===== src/rtl/rapid_pkg.sv =====
// Shared execute-side types: datapath width, decoded control bundle and the
// issue scheduler state encoding.
package rapid_pkg;

    localparam int XLEN                  = 32;
    localparam int SCHED_TIMEOUT_DEFAULT = 16;

    typedef struct packed {
        logic [3:0] alu_op;
        logic       alu_src_imm;
        logic       is_branch;
        logic       is_jump;
        logic       mem_read;
        logic       mem_write;
        logic       reg_write;
    } control_s;

    function automatic control_s control_s_default();
        control_s c;
        c = '0;
        return c;
    endfunction

    typedef enum logic [2:0] {
        SCH_IDLE  = 3'd0,
        SCH_HOLD  = 3'd1,
        SCH_ISSUE = 3'd2,
        SCH_BUSY  = 3'd3,
        SCH_FLUSH = 3'd4
    } sched_state_t;

endpackage


===== src/rtl/ex_scoreboard.sv =====
// Per-register pending-write bitmask with set-over-clear priority and a
// two-port read-after-write hazard lookup. Register 0 is never tracked.
module ex_scoreboard #(
    parameter int REG_AW = 5
) (
    input  logic              clk_i,
    input  logic              rst_ni,
    input  logic              set_en_i,
    input  logic [REG_AW-1:0] set_addr_i,
    input  logic              clr_en_i,
    input  logic [REG_AW-1:0] clr_addr_i,
    input  logic [REG_AW-1:0] rs1_addr_i,
    input  logic              rs1_used_i,
    input  logic [REG_AW-1:0] rs2_addr_i,
    input  logic              rs2_used_i,
    output logic              hazard_o
);
    localparam int NREG = 1 << REG_AW;

    logic [NREG-1:0] sb_q;
    logic [NREG-1:0] sb_d;
    logic [NREG-1:0] set_mask;
    logic [NREG-1:0] clr_mask;
    logic            rs1_hit;
    logic            rs2_hit;

    always_comb begin
        set_mask = '0;
        clr_mask = '0;
        if (set_en_i && (set_addr_i != '0)) begin
            set_mask[set_addr_i] = 1'b1;
        end
        if (clr_en_i) begin
            clr_mask[clr_addr_i] = 1'b1;
        end
        // A retiring write and a new issue to the same register leave it pending.
        sb_d = (sb_q & ~clr_mask) | set_mask;
    end

    always_ff @(posedge clk_i or negedge rst_ni) begin
        if (!rst_ni) begin
            sb_q <= '0;
        end else begin
            sb_q <= sb_d;
        end
    end

    assign rs1_hit  = rs1_used_i && (rs1_addr_i != '0) && sb_q[rs1_addr_i];
    assign rs2_hit  = rs2_used_i && (rs2_addr_i != '0) && sb_q[rs2_addr_i];
    assign hazard_o = rs1_hit || rs2_hit;

endmodule


===== src/rtl/ex_issue_scheduler.sv =====
// Single-entry issue buffer in front of execute_stage: RAW stall, issue pulse,
// done/redirect handling and watchdog. Optional EX_SCHED_PERF_COUNTERS_EN
// adds issue and stall counters.
module ex_issue_scheduler
    import rapid_pkg::*;
#(
    parameter int TIMEOUT_CYCLES = SCHED_TIMEOUT_DEFAULT,
    parameter int REG_AW         = 5
) (
    input  logic              i_clk,
    input  logic              i_reset_n,
    input  logic              i_id_valid,
    output logic              o_id_ready,
    input  logic [XLEN-1:0]   i_id_pc,
    input  logic [XLEN-1:0]   i_id_rs1,
    input  logic [XLEN-1:0]   i_id_rs2,
    input  logic [XLEN-1:0]   i_id_imm,
    input  control_s          i_id_control,
    input  logic [REG_AW-1:0] i_id_rs1_addr,
    input  logic [REG_AW-1:0] i_id_rs2_addr,
    input  logic [REG_AW-1:0] i_id_rd_addr,
    input  logic              i_id_rs1_used,
    input  logic              i_id_rs2_used,
    input  logic              i_id_rd_write,
    output logic              o_ex_pipeline_ready,
    output logic [XLEN-1:0]   o_ex_pc,
    output logic [XLEN-1:0]   o_ex_rs1,
    output logic [XLEN-1:0]   o_ex_rs2,
    output logic [XLEN-1:0]   o_ex_imm,
    output control_s          o_ex_control,
    input  logic              i_ex_done,
    input  logic              i_ex_pc_load,
    input  logic              i_wb_valid,
    input  logic [REG_AW-1:0] i_wb_rd_addr,
    output logic              o_flush,
    output logic              o_timeout,
    output sched_state_t      o_state
`ifdef EX_SCHED_PERF_COUNTERS_EN
    ,
    output logic [31:0]       o_issue_count,
    output logic [31:0]       o_stall_count
`endif
);
    localparam int WD_W = $clog2(TIMEOUT_CYCLES + 1);

    sched_state_t      state_q, state_d;
    logic [WD_W-1:0]   wd_q, wd_d;
    logic              timeout_q, timeout_d;

    logic [XLEN-1:0]   pc_q, rs1_q, rs2_q, imm_q;
    control_s          ctrl_q;
    logic [REG_AW-1:0] rs1a_q, rs2a_q, rda_q;
    logic              rs1u_q, rs2u_q, rdw_q;

    logic              done_ok;
    logic              accept;
    logic              issue;
    logic              hazard;
    logic [REG_AW-1:0] lk_rs1_addr, lk_rs2_addr;
    logic              lk_rs1_used, lk_rs2_used;

    assign done_ok    = (state_q == SCH_BUSY) && i_ex_done;
    assign o_id_ready = (state_q == SCH_IDLE) || (done_ok && !i_ex_pc_load);
    assign accept     = i_id_valid && o_id_ready;
    assign issue      = (state_q == SCH_ISSUE);

    // HOLD re-checks the buffered operands; otherwise the incoming ones are checked.
    always_comb begin
        if (state_q == SCH_HOLD) begin
            lk_rs1_addr = rs1a_q;
            lk_rs2_addr = rs2a_q;
            lk_rs1_used = rs1u_q;
            lk_rs2_used = rs2u_q;
        end else begin
            lk_rs1_addr = i_id_rs1_addr;
            lk_rs2_addr = i_id_rs2_addr;
            lk_rs1_used = i_id_rs1_used;
            lk_rs2_used = i_id_rs2_used;
        end
    end

    ex_scoreboard #(
        .REG_AW (REG_AW)
    ) u_sb (
        .clk_i      (i_clk),
        .rst_ni     (i_reset_n),
        .set_en_i   (issue && rdw_q),
        .set_addr_i (rda_q),
        .clr_en_i   (i_wb_valid),
        .clr_addr_i (i_wb_rd_addr),
        .rs1_addr_i (lk_rs1_addr),
        .rs1_used_i (lk_rs1_used),
        .rs2_addr_i (lk_rs2_addr),
        .rs2_used_i (lk_rs2_used),
        .hazard_o   (hazard)
    );

    always_comb begin
        state_d   = state_q;
        wd_d      = wd_q;
        timeout_d = timeout_q;
        unique case (state_q)
            SCH_IDLE: begin
                if (accept) begin
                    state_d = hazard ? SCH_HOLD : SCH_ISSUE;
                end
            end
            SCH_HOLD: begin
                if (!hazard) begin
                    state_d = SCH_ISSUE;
                end
            end
            SCH_ISSUE: begin
                state_d = SCH_BUSY;
                wd_d    = '0;
            end
            SCH_BUSY: begin
                if (i_ex_done) begin
                    if (i_ex_pc_load) begin
                        state_d = SCH_FLUSH;
                    end else if (accept) begin
                        state_d = hazard ? SCH_HOLD : SCH_ISSUE;
                    end else begin
                        state_d = SCH_IDLE;
                    end
                // wd_q counts completed BUSY cycles; this one is number TIMEOUT_CYCLES.
                end else if (wd_q == WD_W'(TIMEOUT_CYCLES - 1)) begin
                    timeout_d = 1'b1;
                    state_d   = SCH_IDLE;
                end else begin
                    wd_d = wd_q + 1'b1;
                end
            end
            SCH_FLUSH: state_d = SCH_IDLE;
            default:   state_d = SCH_IDLE;
        endcase
    end

    always_ff @(posedge i_clk or negedge i_reset_n) begin
        if (!i_reset_n) begin
            state_q   <= SCH_IDLE;
            wd_q      <= '0;
            timeout_q <= 1'b0;
        end else begin
            state_q   <= state_d;
            wd_q      <= wd_d;
            timeout_q <= timeout_d;
        end
    end

    always_ff @(posedge i_clk or negedge i_reset_n) begin
        if (!i_reset_n) begin
            pc_q   <= '0;
            rs1_q  <= '0;
            rs2_q  <= '0;
            imm_q  <= '0;
            ctrl_q <= control_s_default();
            rs1a_q <= '0;
            rs2a_q <= '0;
            rda_q  <= '0;
            rs1u_q <= 1'b0;
            rs2u_q <= 1'b0;
            rdw_q  <= 1'b0;
        end else if (accept) begin
            pc_q   <= i_id_pc;
            rs1_q  <= i_id_rs1;
            rs2_q  <= i_id_rs2;
            imm_q  <= i_id_imm;
            ctrl_q <= i_id_control;
            rs1a_q <= i_id_rs1_addr;
            rs2a_q <= i_id_rs2_addr;
            rda_q  <= i_id_rd_addr;
            rs1u_q <= i_id_rs1_used;
            rs2u_q <= i_id_rs2_used;
            rdw_q  <= i_id_rd_write;
        end
    end

`ifdef EX_SCHED_PERF_COUNTERS_EN
    logic [31:0] issue_cnt_q;
    logic [31:0] stall_cnt_q;

    always_ff @(posedge i_clk or negedge i_reset_n) begin
        if (!i_reset_n) begin
            issue_cnt_q <= '0;
            stall_cnt_q <= '0;
        end else begin
            if (issue) begin
                issue_cnt_q <= issue_cnt_q + 32'd1;
            end
            if (state_q == SCH_HOLD) begin
                stall_cnt_q <= stall_cnt_q + 32'd1;
            end
        end
    end

    assign o_issue_count = issue_cnt_q;
    assign o_stall_count = stall_cnt_q;
`endif

    assign o_ex_pipeline_ready = issue;
    assign o_ex_pc             = pc_q;
    assign o_ex_rs1            = rs1_q;
    assign o_ex_rs2            = rs2_q;
    assign o_ex_imm            = imm_q;
    assign o_ex_control        = ctrl_q;
    assign o_flush             = (state_q == SCH_FLUSH);
    assign o_timeout           = timeout_q;
    assign o_state             = state_q;

endmodule


===== config.mk =====
export PLATFORM = sky130hd
export DESIGN_NAME = ex_issue_scheduler
export DESIGN_NICKNAME = d
export VERILOG_FILES = /design/src/rtl/rapid_pkg.sv /design/src/rtl/ex_scoreboard.sv /design/src/rtl/ex_issue_scheduler.sv
export SDC_FILE = /design/constraint.sdc
export NUM_CORES = 1
export LEC_CHECK = 0
export ABC_AREA = 1
export CAP_MARGIN = 5
export CORE_ASPECT_RATIO = 0.7
export CORE_MARGIN = 4
export CORE_UTILIZATION = 49
export DETAILED_ROUTE_END_ITERATION = 8
export GPL_TIMING_DRIVEN = 1
export PLACE_DENSITY = 0.87
export SYNTH_ARGS = -nofsm -noshare
export SYNTH_HDL_FRONTEND = slang
export SYNTH_SLANG_ARGS = --single-unit

===== constraint.sdc =====
create_clock -name i_clk -period 3.5 [get_ports i_clk]
set_input_delay 0.35 -clock i_clk [delete_from_list [all_inputs] [get_ports i_clk]]
set_output_delay 0.35 -clock i_clk [all_outputs]
set_load 0.01 [all_outputs]

==> results.txt, run 1 <==
Of the total power, the share spent switching nets is 0.366. The fraction of the mapped netlist area in compound gates came to 0.0675. The register clock-pin slew on the reported worst setup and hold paths came out at approximately 80 ps. Hold timing on the final database bottoms out at a slack of -29.4 ps. The commonest cells after synthesis are 197 x sky130_fd_sc_hd__dfrtp_1, 141 x sky130_fd_sc_hd__mux2_2, 128 x sky130_fd_sc_hd__nand2_1. The length in cells of the worst reg-to-reg path is 14. For this block, the routed nets add up to 26500 microns of wire.

The count of max-cap constraint violations came out at 0. The register-to-register setup slack came out at 940 ps. The quantity of gates resized following cts came out at 0. For the worst-skew pair, the clock arrives at the later sink with an insertion delay of roughly 440 ps.

Buffers inserted to repair hold after CTS numbered 0. The maximum root-to-sink buffer count came out at 2. The power per cell area came out at 922 nW/um^2.

Of the total synthesized cell area, the portion taken by AND, OR, NAND and NOR gates is 0.126. The run finished, with violations left. Setup repair after global routing left no endpoint under its margin. The initial utilization of the core area, before any placement, comes to 0.502. The number of antenna violations at the first check in global routing was 1. The number of optimization iterations in the first detailed-route pass came out at 6.

The met3 track demand over resource came out at 0.100. In this run the worst setup path begins at o_state[0]. The number of nets in the layout is 1247. The most used standard cell by instance count after synthesis is sky130_fd_sc_hd__dfrtp_1.

The via count of the first global-routing pass came to 7478. The worst setup path endpoint is o_state[0]. 312 I/O pins were placed. Counting flops with a built-in enable in the synthesized netlist gives 0. The aggregate negative setup slack came out at 0 ps. Across the VDD grid, the largest voltage drop is ~0.53 mV. The worst slew slack as a fraction of its limit is 0.474.

The met2 track demand over resource in global routing is 0.449. The start of the worst register-to-register path is o_state[0]. STA classifies the critical path startpoint as a flop. Of all cell types, the one taking the most synthesized area is sky130_fd_sc_hd__dfrtp_1. The fmax came out at 391 MHz.

In the synthesized netlist the dominant register cell turns out to be sky130_fd_sc_hd__dfrtp_1. A synthesized cell averages approximately 11 sq um. In this run the worst hold path is classified as in -> async. In this run the worst path has a maximum fanout of 25. The classification of the worst setup path is reg -> reg. The final reports fail on negative hold slack. The critical path data required time came out at a little under 4000 ps.

The overflow left after global routing is 0. The fraction of final layout cells sized beyond drive strength 1 came out at 0.189. The pin slew with the least headroom to its limit came out at 789 ps. The cell count after synthesis came out at 770.

The first-pass GRT wire length is between 40000 and 50000 microns. After layout, the minimum clock period comes to 2560 ps. The switching component of the power is 4230 uW. The layer flagged by global routing as most heavily used is met2. The share of the yosys chip area belonging to registers is 0.571.

The count of final setup violators came out at 0. Of the total power, the clock network draws 0.174. Entering global routing, the biggest net connects 100 pins. Counting the buffers created by CTS gives 17.

The routed via count is 7067. The area enclosed by the die boundary is between 15000 and 20000 sq um. In this run the critical register-to-register path is captured at o_state[0]. The adder and majority gate portion of the synthesized area is 0.00290. The CTS H-tree depth came out at 4. The flip-flop and latch count after synthesis came out at 197. The final RePlAce weighted congestion came out at 0.954. The placeable core region is roughly 17000 sq um. The element type at the critical path end is a flop. TritonCTS built the clock tree. Once detailed placement completed, the half-perimeter wirelength came to ~20000 microns. The detail route stage leaves a number of antenna-violating nets equal to 0. The post-CTS repair timing setup buffer count is 0. The combinational share of power came out at 0.470. In this run the vertical extent of the chip is between 100 and 150 microns. The master cell of the clock root buffer is sky130_fd_sc_hd__clkbuf_16. The area overhead of the layout relative to synthesis came out at 45.1%. The final hold violation count is 16. In this run, distinct cell masters in the synthesized netlist total 34. Sorting the synthesized cells by area gives the leading types as sky130_fd_sc_hd__dfrtp_1 57%, sky130_fd_sc_hd__mux2_2 18%, sky130_fd_sc_hd__nand2_1 5.6%, sky130_fd_sc_hd__o21ai_0 4.2%, sky130_fd_sc_hd__nand3_1 3.9%.

After synthesis, the largest family of logic cells by area is multiplexers. The worst endpoint data arrival time is ~3000 ps. The mean number of vias per cell is 5.35. For this block, the initial DRC count from the detailed router was about 720. The TritonCTS sink count is 197.

The largest clock skew in the final design is about 16 ps. The share of the core filled with cells in the final layout is 0.728. The worst-case setup margin in the final layout is 941 ps.

The count of buffers added on input and output ports is 311. For this run, the number of Yosys warnings is 0. The internal power summed over all cells is 7320 uW. Synthesis produced a netlist with a net count of 939. The share of the clock period used by the worst path came out at 0.731. The worst slack at placement is 974 ps. The number of antenna diodes in the final layout is 0. The portion of total power attributed to sequential cells is 0.356. The static leakage is 0.00538 uW. The number of pins with negative max-slew slack in the final report came to 0.

In the global route stage, met1 resource usage came out at 0.316. In this run the horizontal extent of the chip is about 170 microns. The floorplan has 40 rows. The share of the synthesized area in the top cell type is 0.571. The aggregate global-route resource usage is 0.265. Of the total synthesized cell area, the portion taken by XOR and XNOR cells is 0.00101. The fraction of registers with async set or reset after synthesis came out at 1.00.

The post-synthesis cell area is 8640 sq um. The DRC violation count after routing came out at 0. The average wire per standard cell came out at between 20 and 25 microns.

Of the post-synthesis cell area, the part taken by muxes is 0.184.
## cell usage in the layout (no fill, tap or decap), types with 2 or more instances in the layout
master / instances
sky130_fd_sc_hd__nor3_1: 13
sky130_fd_sc_hd__clkinv_8: 3
sky130_fd_sc_hd__clkdlybuf4s50_1: 310
sky130_fd_sc_hd__a21oi_1: 14
sky130_fd_sc_hd__nand4_1: 3
sky130_fd_sc_hd__nand2_2: 7
sky130_fd_sc_hd__o21ai_2: 4
sky130_fd_sc_hd__clkinv_4: 2
sky130_fd_sc_hd__ha_1: 2
sky130_fd_sc_hd__a31o_2: 2
sky130_fd_sc_hd__o21ai_4: 3
sky130_fd_sc_hd__mux2_2: 141
sky130_fd_sc_hd__inv_6: 4
sky130_fd_sc_hd__nand2_1: 128
sky130_fd_sc_hd__nor2_1: 20
sky130_fd_sc_hd__buf_4: 2
sky130_fd_sc_hd__o21a_1: 2
sky130_fd_sc_hd__inv_1: 50
sky130_fd_sc_hd__dfrtp_1: 197
sky130_fd_sc_hd__inv_2: 4
sky130_fd_sc_hd__o21ai_0: 72
sky130_fd_sc_hd__nor2_2: 2
sky130_fd_sc_hd__nand3_1: 67
sky130_fd_sc_hd__clkbuf_16: 17
sky130_fd_sc_hd__inv_8: 3
sky130_fd_sc_hd__buf_12: 3
## worst min path at each step
stage / start / end / slack (ps) / cells after the start
6_report: i_reset_n / u_sb.sb_q[21] / -30 / 1
5_1_grt: i_reset_n / u_sb.sb_q[24] / 40 / 1
4_1_cts: i_reset_n / u_sb.sb_q[21] / 10 / 1
3_5_place_dp: o_timeout / o_timeout / 470 / 1
3_3_place_gp: o_timeout / o_timeout / 470 / 1
2_1_floorplan: i_reset_n / o_ex_control[0] / 50 / 0
## power groups by stage
stage / clock [uW] / sequential (uW) / combinational, uW
2_1_floorplan: 0 / 4370 / 2440
3_3_place_gp: 0 / 4030 / 5290
3_5_place_dp: 0 / 4120 / 5400
4_1_cts: 2040 / 4100 / 5450
5_1_grt: 2140 / 4240 / 5790
6_report: 2010 / 4110 / 5430
## routing by layer
| layer | up-vias | part of all wire |
|---|---|---|
| met5 | - | 0.00026 |
| met4 | 2 | 0.024 |
| met3 | 53 | 0.098 |
| met2 | 326 | 0.50 |
| met1 | 3456 | 0.38 |
| li1 | 3230 | - |
## cells by family after synthesis
group	Yosys count
buf+inv	81
compound gates	102
simple gates	246
xor+xnor	1
flops	197
fa+ha+maj	2
mux	141
## area by class of cell
class	count	area, sq um
Sequential cell	197	4930
Fill cell	1160	4690
Multi-Input combinational cell	492	3310
Timing Repair Buffer	316	3190
Clock buffer	18	429
Tap cell	231	289
Inverter	54	203
Clock inverter	14	181
## sequential cells by signal (all words and copies together) (netlist names)
| name | flops |
|---|---|
| o_ex_imm | 32 |
| o_state | 3 |
| rdw_q | 1 |
| rs1a_q | 5 |
| rda_q | 5 |
| rs2u_q | 1 |
| o_ex_rs1 | 32 |
| wd_q | 5 |
| o_ex_rs2 | 32 |
| rs1u_q | 1 |
| rs2a_q | 5 |
| o_ex_pc | 32 |
| o_ex_control | 10 |
| o_timeout | 1 |
| u_sb.sb_q | 32 |
## through the flow
step / cells / instance area, sq um / total power (uW) / hold WS (ps)
finish: 1322 / 12500 / 11500 / -29.4
global route: 1322 / 12500 / 12200 / 36.3
CTS: 1322 / 12500 / 11600 / 14.1
global placement: 1290 / 11900 / 9320 / 465
floorplan: 770 / 8640 / 6810 / 54.4
detailed placement: 1290 / 11900 / 9520 / 469
## worst max-delay path: stages (launching register included)
cell	delay, ps
sky130_fd_sc_hd__dfrtp_1	540
sky130_fd_sc_hd__nand3_4	350
sky130_fd_sc_hd__o21ai_2	500
sky130_fd_sc_hd__inv_1	240
sky130_fd_sc_hd__nand3_1	140
sky130_fd_sc_hd__nand3_1	80
sky130_fd_sc_hd__nand3_1	90
sky130_fd_sc_hd__nand2_1	50
sky130_fd_sc_hd__nor2_1	100
sky130_fd_sc_hd__nand2_1	90
sky130_fd_sc_hd__nand2_2	100
sky130_fd_sc_hd__nand2_1	50
sky130_fd_sc_hd__nand2_1	60
sky130_fd_sc_hd__nand2_1	60
sky130_fd_sc_hd__nand2_1	50
Note: power is estimated with default switching activity, not from simulation.
==> run 2, diff against run 1 <==
--- a/config.mk
+++ b/config.mk
@@ -9,10 +9,10 @@
 export CAP_MARGIN = 5
 export CORE_ASPECT_RATIO = 0.7
 export CORE_MARGIN = 4
-export CORE_UTILIZATION = 49
+export CORE_UTILIZATION = 45
 export DETAILED_ROUTE_END_ITERATION = 8
 export GPL_TIMING_DRIVEN = 1
-export PLACE_DENSITY = 0.87
+export PLACE_DENSITY = 0.81
 export SYNTH_ARGS = -nofsm -noshare
 export SYNTH_HDL_FRONTEND = slang
 export SYNTH_SLANG_ARGS = --single-unit
==> constraint.sdc (replaced) <==
create_clock -name i_clk -period 2.5 [get_ports i_clk]
set_input_delay 0.25 -clock i_clk [delete_from_list [all_inputs] [get_ports i_clk]]
set_output_delay 0.25 -clock i_clk [all_outputs]
set_load 0.01 [all_outputs]
==> results.txt, run 2 (synthesis gave the netlist of run 1 again) <==
The final hold violation count is 0 (-16). STA classifies the critical path endpoint as a primary output. The setup path with the least slack is of type reg -> out. The DRC violation count after routing is 0 (unchanged). The worst voltage drop across the vdd grid came out at 0.716 mV (+35%). The worst slew slack as a fraction of its limit is 0.651 (+0.177). The clock latency of the later-clocked register in the worst-skew pair came out at 440 ps (about the same). The HPWL after detailed placement came out at 19800 microns (-1.9%).

The placeable core region was 18900 sq um (+9.6%). The most critical setup path has its startpoint at o_state[1]. The static leakage is 0.00545 uW (+1.4%). The TritonCTS sink count was 197 (unchanged). Leaving out fill and tap cells, the most frequent cell in the layout is sky130_fd_sc_hd__clkdlybuf4s50_1. The I/O pin total is 312 (unchanged). The aggregate global-route resource usage came to 0.235 (-0.0305). The TritonCTS buffer count is 17 (unchanged).

The time the worst path needs with I/O delays and setup came out at 2450 ps. The count of final setup violators is 0 (unchanged). The number of pins with negative max-slew slack in the final report came out at 0 (unchanged). The starting utilization of the core area is 0.458 (-0.0438). The count of max-cap constraint violations came to 0 (unchanged).

The routed via count came out at 6975 (-1.3%). The area overhead of the layout relative to synthesis came out at 47.2%. The run finished with clean final reports.

The largest net degree at the start of global routing came out at 59 (-41%). The area enclosed by the die boundary came out at 21500 sq um (+8.4%). The post-CTS repair timing setup buffer count is 0 (unchanged). The mean number of vias per cell is 5.18 (-3.1%). The total wire length after detailed routing came out at 25900 microns (-2.3%).

The startpoint class of the critical path is a flop. The largest fanout on the critical path came to 5 (-80%). The share of the core filled with cells in the final layout is 0.674 (-0.0541). The critical path data required time is 2250 ps (-1620 ps). The placed instance count came out at 1312 (+1.7%). The path class of the tightest hold or removal check is in -> async. In this run the critical register-to-register path is launched from o_state[1]. The worst hold slack after final layout came out at 359 ps (+388 ps). The average wire per standard cell came out at 19.2 microns (-4.0%).

The critical path goes through inv_2 > nor2_1 > inv_1 > nor2_1 > buf_4 > clkdlybuf4s50_1. The count of antenna-violating nets left after detailed routing came to 0 (unchanged). The overflow left after global routing was 0 (unchanged).

The violation count after the first detailed-routing iteration is 509 (-29%). The critical path's largest stage delay came out at 530 ps (about the same). The top cell types in the final layout, fill and taps aside, are 310 x sky130_fd_sc_hd__clkdlybuf4s50_1, 197 x sky130_fd_sc_hd__dfrtp_1, 141 x sky130_fd_sc_hd__mux2_2. The first-pass GRT wire length is 39400 microns (-4.3%). The CTS H-tree depth is 4 (unchanged). The via count of the first global-routing pass is 7089 (-5.2%). The register clock-pin slew on the reported worst setup and hold paths is 80 ps (about the same).

The power per cell area came to 1280 nW/um^2 (+39%). The die span in x is 174 microns (+4.1%). The number of standard-cell rows in the floorplan came out at 42 (+5.0%). The number of nets in the layout is 1260 (+1.0%). The final standard cell count with taps included and fillers excluded came to 1346 (+1.8%). The pin slew with the least headroom to its limit was 519 ps (-270 ps).

The fraction of final layout cells sized beyond drive strength 1 is 0.200 (+0.0114). Clock tree synthesis selected as its root buffer the cell sky130_fd_sc_hd__clkbuf_16. The worst-case setup margin in the final layout is 48.6 ps (-892 ps). The vertical die dimension came to 124 microns (+4.1%).

The count of inserted antenna diode cells was 0 (unchanged). The maximum root-to-sink buffer count came out at 2 (unchanged). The number of antenna violations at the first check in global routing came out at 1 (unchanged). The worst slack at placement came out at 173 ps (-801 ps). The number of optimization iterations in the first detailed-route pass is 6 (unchanged).

TritonCTS built the clock tree. Among the stages of the critical path, the cell type that occurs most often is sky130_fd_sc_hd__nor2_1. The cell with the largest stage delay on the worst path is sky130_fd_sc_hd__clkdlybuf4s50_1. The final RePlAce weighted congestion is 0.908 (-4.7%). The number of port buffers came out at 311 (unchanged).

The largest clock skew in the final design came out at 14.8 ps (-0.708 ps). Dividing the final minimum period by the clock period gives 0.981. For this run, the top clock speed supported by timing is around 400 MHz.

The worst endpoint data arrival time came out at 2200 ps (-730 ps).
==> run 2: worst paths after layout <==
kind / depth (start not counted) / to / slack (ps)
worst min-delay path: 2 / u_sb.sb_q[22] / 360
worst max register to register: 17 / o_state[0] / 210
worst min register to register: 1 / o_timeout / 470
worst max-delay path: 6 / o_ex_pipeline_ready / 50
min in group i_clk: 3 / rda_q[4] / 400
max in group asynchronous: 3 / o_ex_pc[3] / 1310
==> run 2: timing repair <==
action,4_1_cts,5_1_grt
hold endpoints to repair,55,0
hold buffers,1,0
setup endpoints to repair,0,3
resized for setup,0,6
==> run 2: cell type report <==
class | count | area, sq um
flip-flops and latches | 197 | 4930
clock buffers | 18 | 429
inverters | 54 | 203
clock inverters | 14 | 190
repair buffers | 328 | 3310
fillers | 1435 | 6160
multi-input cells | 493 | 3350
well taps | 242 | 303
==> run 2: report_power, final <==
group | internal, uW | total (uW) | leakage [uW] | switching, uW
Sequential | 4740 | 5760 | 0.00232 | 1020
Clock | 1390 | 2820 | 0.000298 | 1430
Combinational | 4170 | 7660 | 0.00283 | 3490
==> run 2: worst max-delay path, delay by kind of cell (launching register included) <==
| kind | cells | cell delay [ps] |
|---|---|---|
| flip-flops | 1 | 430 |
| AND/OR/NAND/NOR | 2 | 400 |
| buffers and inverters | 4 | 940 |
==> run 2: metal layers <==
metal	vias up	GRT usage	part of all wire
met5	-	0	0.00050
met4	2	0.0559	0.014
met3	29	0.0910	0.099
met2	274	0.374	0.48
met1	3415	0.308	0.41
li1	3255	-	-
==> run 2: stage by stage <==
step	setup TNS, ps	power [uW]	cell area (sq um)
after detailed placement	0	13400	12000
after global routing	-54.0	17200	12700
after floorplan	0	9540	8640
after CTS	0	16300	12700
final	0	16200	12700
after global placement	0	13300	12000
==> run 3, diff against run 2 <==
--- a/config.mk
+++ b/config.mk
@@ -10,8 +10,10 @@
 export CORE_ASPECT_RATIO = 0.7
 export CORE_MARGIN = 4
 export CORE_UTILIZATION = 45
+export CTS_CLUSTER_SIZE = 14
 export DETAILED_ROUTE_END_ITERATION = 8
 export GPL_TIMING_DRIVEN = 1
+export MAX_ROUTING_LAYER = met4
 export PLACE_DENSITY = 0.81
 export SYNTH_ARGS = -nofsm -noshare
 export SYNTH_HDL_FRONTEND = slang
==> results.txt, run 3 (synthesis gave the netlist of run 1 again) <==
From synthesis to final layout, the design area changed by 48.1%. The top cell types in the final layout, fill and taps aside, are 310 x sky130_fd_sc_hd__clkdlybuf4s50_1, 197 x sky130_fd_sc_hd__dfrtp_1, 141 x sky130_fd_sc_hd__mux2_2. The average wire per standard cell is 19.3 microns (+0.30%). The time the worst path needs with I/O delays and setup is 2420 ps (-29.0 ps). The overflow left after global routing came out at 0 (unchanged). The largest fanout on the critical path was 5 (unchanged). STA classifies the critical path endpoint as a primary output.

The final RePlAce weighted congestion came out at 0.962 (+5.9%). The fraction of final layout cells sized beyond drive strength 1 came to 0.203 (+0.00235). The overall power consumption came out at 16500 uW (+1.5%).

The startpoint class of the critical path is a flop. The routed via count is 6972 (-0.043%). The pin slew with the least headroom to its limit came out at 567 ps (+48.7 ps). The flow ran to the end, and the final reports show no timing, DRC or antenna violations. The static leakage came out at 0.00549 uW (+0.65%). The placed instance count is 1315 (+0.23%). The count of cell instances traversed by the critical path was 6 (unchanged).

The DRC violation count after routing came out at 0 (unchanged). The met2 wirelength from detailed routing was 12700 microns (+3.3%). The worst register-to-register path ends at u_sb.sb_q[29]. The final hold violation count is 0 (unchanged). The combinational share of power came out at 0.469 (-0.003). The fmax came out at 413 MHz (+1.2%). The TritonCTS sink count is 197 (unchanged).

The HPWL after detailed placement came out at 19800 microns (+0.29%). The most common cell after layout, fill and taps aside is sky130_fd_sc_hd__clkdlybuf4s50_1. The register clock-pin slew on the reported worst setup and hold paths was 70 ps (about the same).

The maximum root-to-sink buffer count came out at 2 (unchanged). The routed length on met3 came out at 2220 microns (-13%). The number of optimization iterations in the first detailed-route pass was 8 (+2). The largest clock skew in the final design is 10.3 ps (-4.54 ps). The share of the clock period used by the worst path was 0.969 (-0.0116). The wire length on met1 was 10700 microns (+1.1%).

The post-CTS repair timing setup buffer count came to 0 (unchanged). The switching portion of total power is 0.358 (-0.00828). The family of cells with the greatest summed delay on the critical path is buffers and inverters.

The worst setup path is of the reg -> out kind. The number of nets in the layout came out at 1263 (+0.24%). The count of max-cap constraint violations came out at 0 (unchanged).

The via count of the first global-routing pass is 7235 (+2.1%). The first-pass GRT wire length is 39300 microns (-0.35%). The register-to-register setup slack is 280 ps (+70 ps). The violation count after the first detailed-routing iteration is 582 (+14%). The number of port buffers came out at 311 (unchanged). The number of fill cells came to 1414 (-1.5%).

The switching component of the power is 5900 uW (-0.84%). The largest net degree at the start of global routing is 66 (+12%). The worst slack at placement came to 172 ps (-1.36 ps). The count of final setup violators is 0 (unchanged). The internal power summed over all cells is 10600 uW (+2.8%). The clock latency of the later-clocked register in the worst-skew pair came out at 430 ps (about the same).

The worst slew slack as a fraction of its limit came to 0.622 (-0.0288). The master cell of the clock root buffer is sky130_fd_sc_hd__clkbuf_16. The mean number of vias per cell came out at 5.16 (-0.34%). The I/O pin total came out at 312 (unchanged). The critical path data required time came out at 2250 ps (about the same). The startpoint identified for the worst register-to-register timing path is o_state[1]. The aggregate global-route resource usage was 0.242 (+0.00671). The number of pins with negative max-slew slack in the final report came out at 0 (unchanged). The worst-case setup margin in the final layout is 77.6 ps (+29.0 ps). The CTS H-tree depth is 4 (unchanged).

Signal routing reaches up to met4. The final standard cell count with taps included and fillers excluded was 1350 (+0.30%). The die span in x came out at 174 microns (unchanged).

The aggregate negative setup slack is 0 ps (unchanged). The starting utilization of the core area is 0.458 (unchanged). The min-delay analysis places its worst path in the category in -> async. The portion of total power attributed to sequential cells is 0.350 (-0.005). The signal on the critical path passes through inv_2 > nor2_1 > inv_1 > nor2_1 > buf_4 > clkdlybuf4s50_1. The vertical die dimension came out at 124 microns (unchanged).

The power per cell area came to 1290 nW/um^2 (+0.84%). The TritonCTS buffer count came out at 17 (unchanged). The fraction of power consumed by the clock network is 0.180 (+0.007). The number of antenna violations at the first check in global routing was 2 (+1). The slowest stage of the critical path belongs to the cell sky130_fd_sc_hd__clkdlybuf4s50_1. The number of standard-cell rows in the floorplan came to 42 (unchanged).

The length in cells of the worst reg-to-reg path is 8 (-9). The cell that appears most often on the critical path is sky130_fd_sc_hd__nor2_1. The worst endpoint data arrival time was 2170 ps (-30 ps).

The critical path's largest stage delay is 540 ps (about the same). The placeable core region is 18900 sq um (unchanged). The critical path buffer and inverter count came out at 4 (unchanged). The area enclosed by the die boundary came out at 21500 sq um (unchanged). The worst voltage drop across the vdd grid came to 0.689 mV (-3.8%).

The TritonCTS clock tree is done. The total wire length after detailed routing is 26000 microns (+0.60%). The count of antenna-violating nets left after detailed routing is 0 (unchanged).
## run 3: cell types whose count changed in the layout (fill, tap and decap cells not counted), moves of 2 or more
| cell | change |
|---|---|
| sky130_fd_sc_hd__buf_12 | +2 |
| sky130_fd_sc_hd__clkinv_8 | -3 |
| sky130_fd_sc_hd__inv_12 | -3 |
| sky130_fd_sc_hd__bufinv_16 | +3 |
| sky130_fd_sc_hd__inv_8 | +2 |
| sky130_fd_sc_hd__diode_2 | +2 |
## run 3: what timing repair did
item                       in CTS  in global routing
resized for setup               0                  9
hold buffers                    1                  0
hold endpoints to repair       60                  0
setup endpoints to repair       0                  3
## run 3: worst max path at each step
stage,from,to
2_1_floorplan,o_state[0],o_state[1]
3_3_place_gp,o_state[2],o_state[1]
3_5_place_dp,o_state[2],o_state[1]
4_1_cts,o_state[1],o_id_ready
5_1_grt,o_state[1],o_id_ready
6_report,o_state[1],o_ex_pipeline_ready
## run 3: stage by stage
step                      hold slack (ps)   util  area (sq um)
final                                 369  0.678         12800
after CTS                             383  0.675         12700
after detailed placement              297  0.641         12100
after global routing                  393  0.678         12800
after floorplan                     -45.6      -          8640
after global placement                300  0.641         12100
## run 3: area by class of cell
type,instances,area [sq um],area share
clock buffers,17,425,0.0333
inverters,54,205,0.0160
well taps,242,303,0.0237
clock inverters,14,209,0.0163
diodes,2,5.00,0.000391
multi-input cells,493,3350,0.262
flip-flops and latches,197,4930,0.386
repair buffers,331,3360,0.263
## run 3: power by group through the flow
stage	combinational, uW	sequential (uW)	clock [uW]
5_1_grt	8340	5930	3160
3_5_place_dp	7680	5780	0
2_1_floorplan	3420	6110	0
3_3_place_gp	7600	5730	0
4_1_cts	7740	5750	3020
6_report	7740	5770	2970
## run 3: per-layer routing
metal / global-route usage / up-vias
li1: - / 3268
met1: 0.303 / 3400
met2: 0.390 / 270
met3: 0.0771 / 34
met4: 0.0583 / 0
met5: - / -
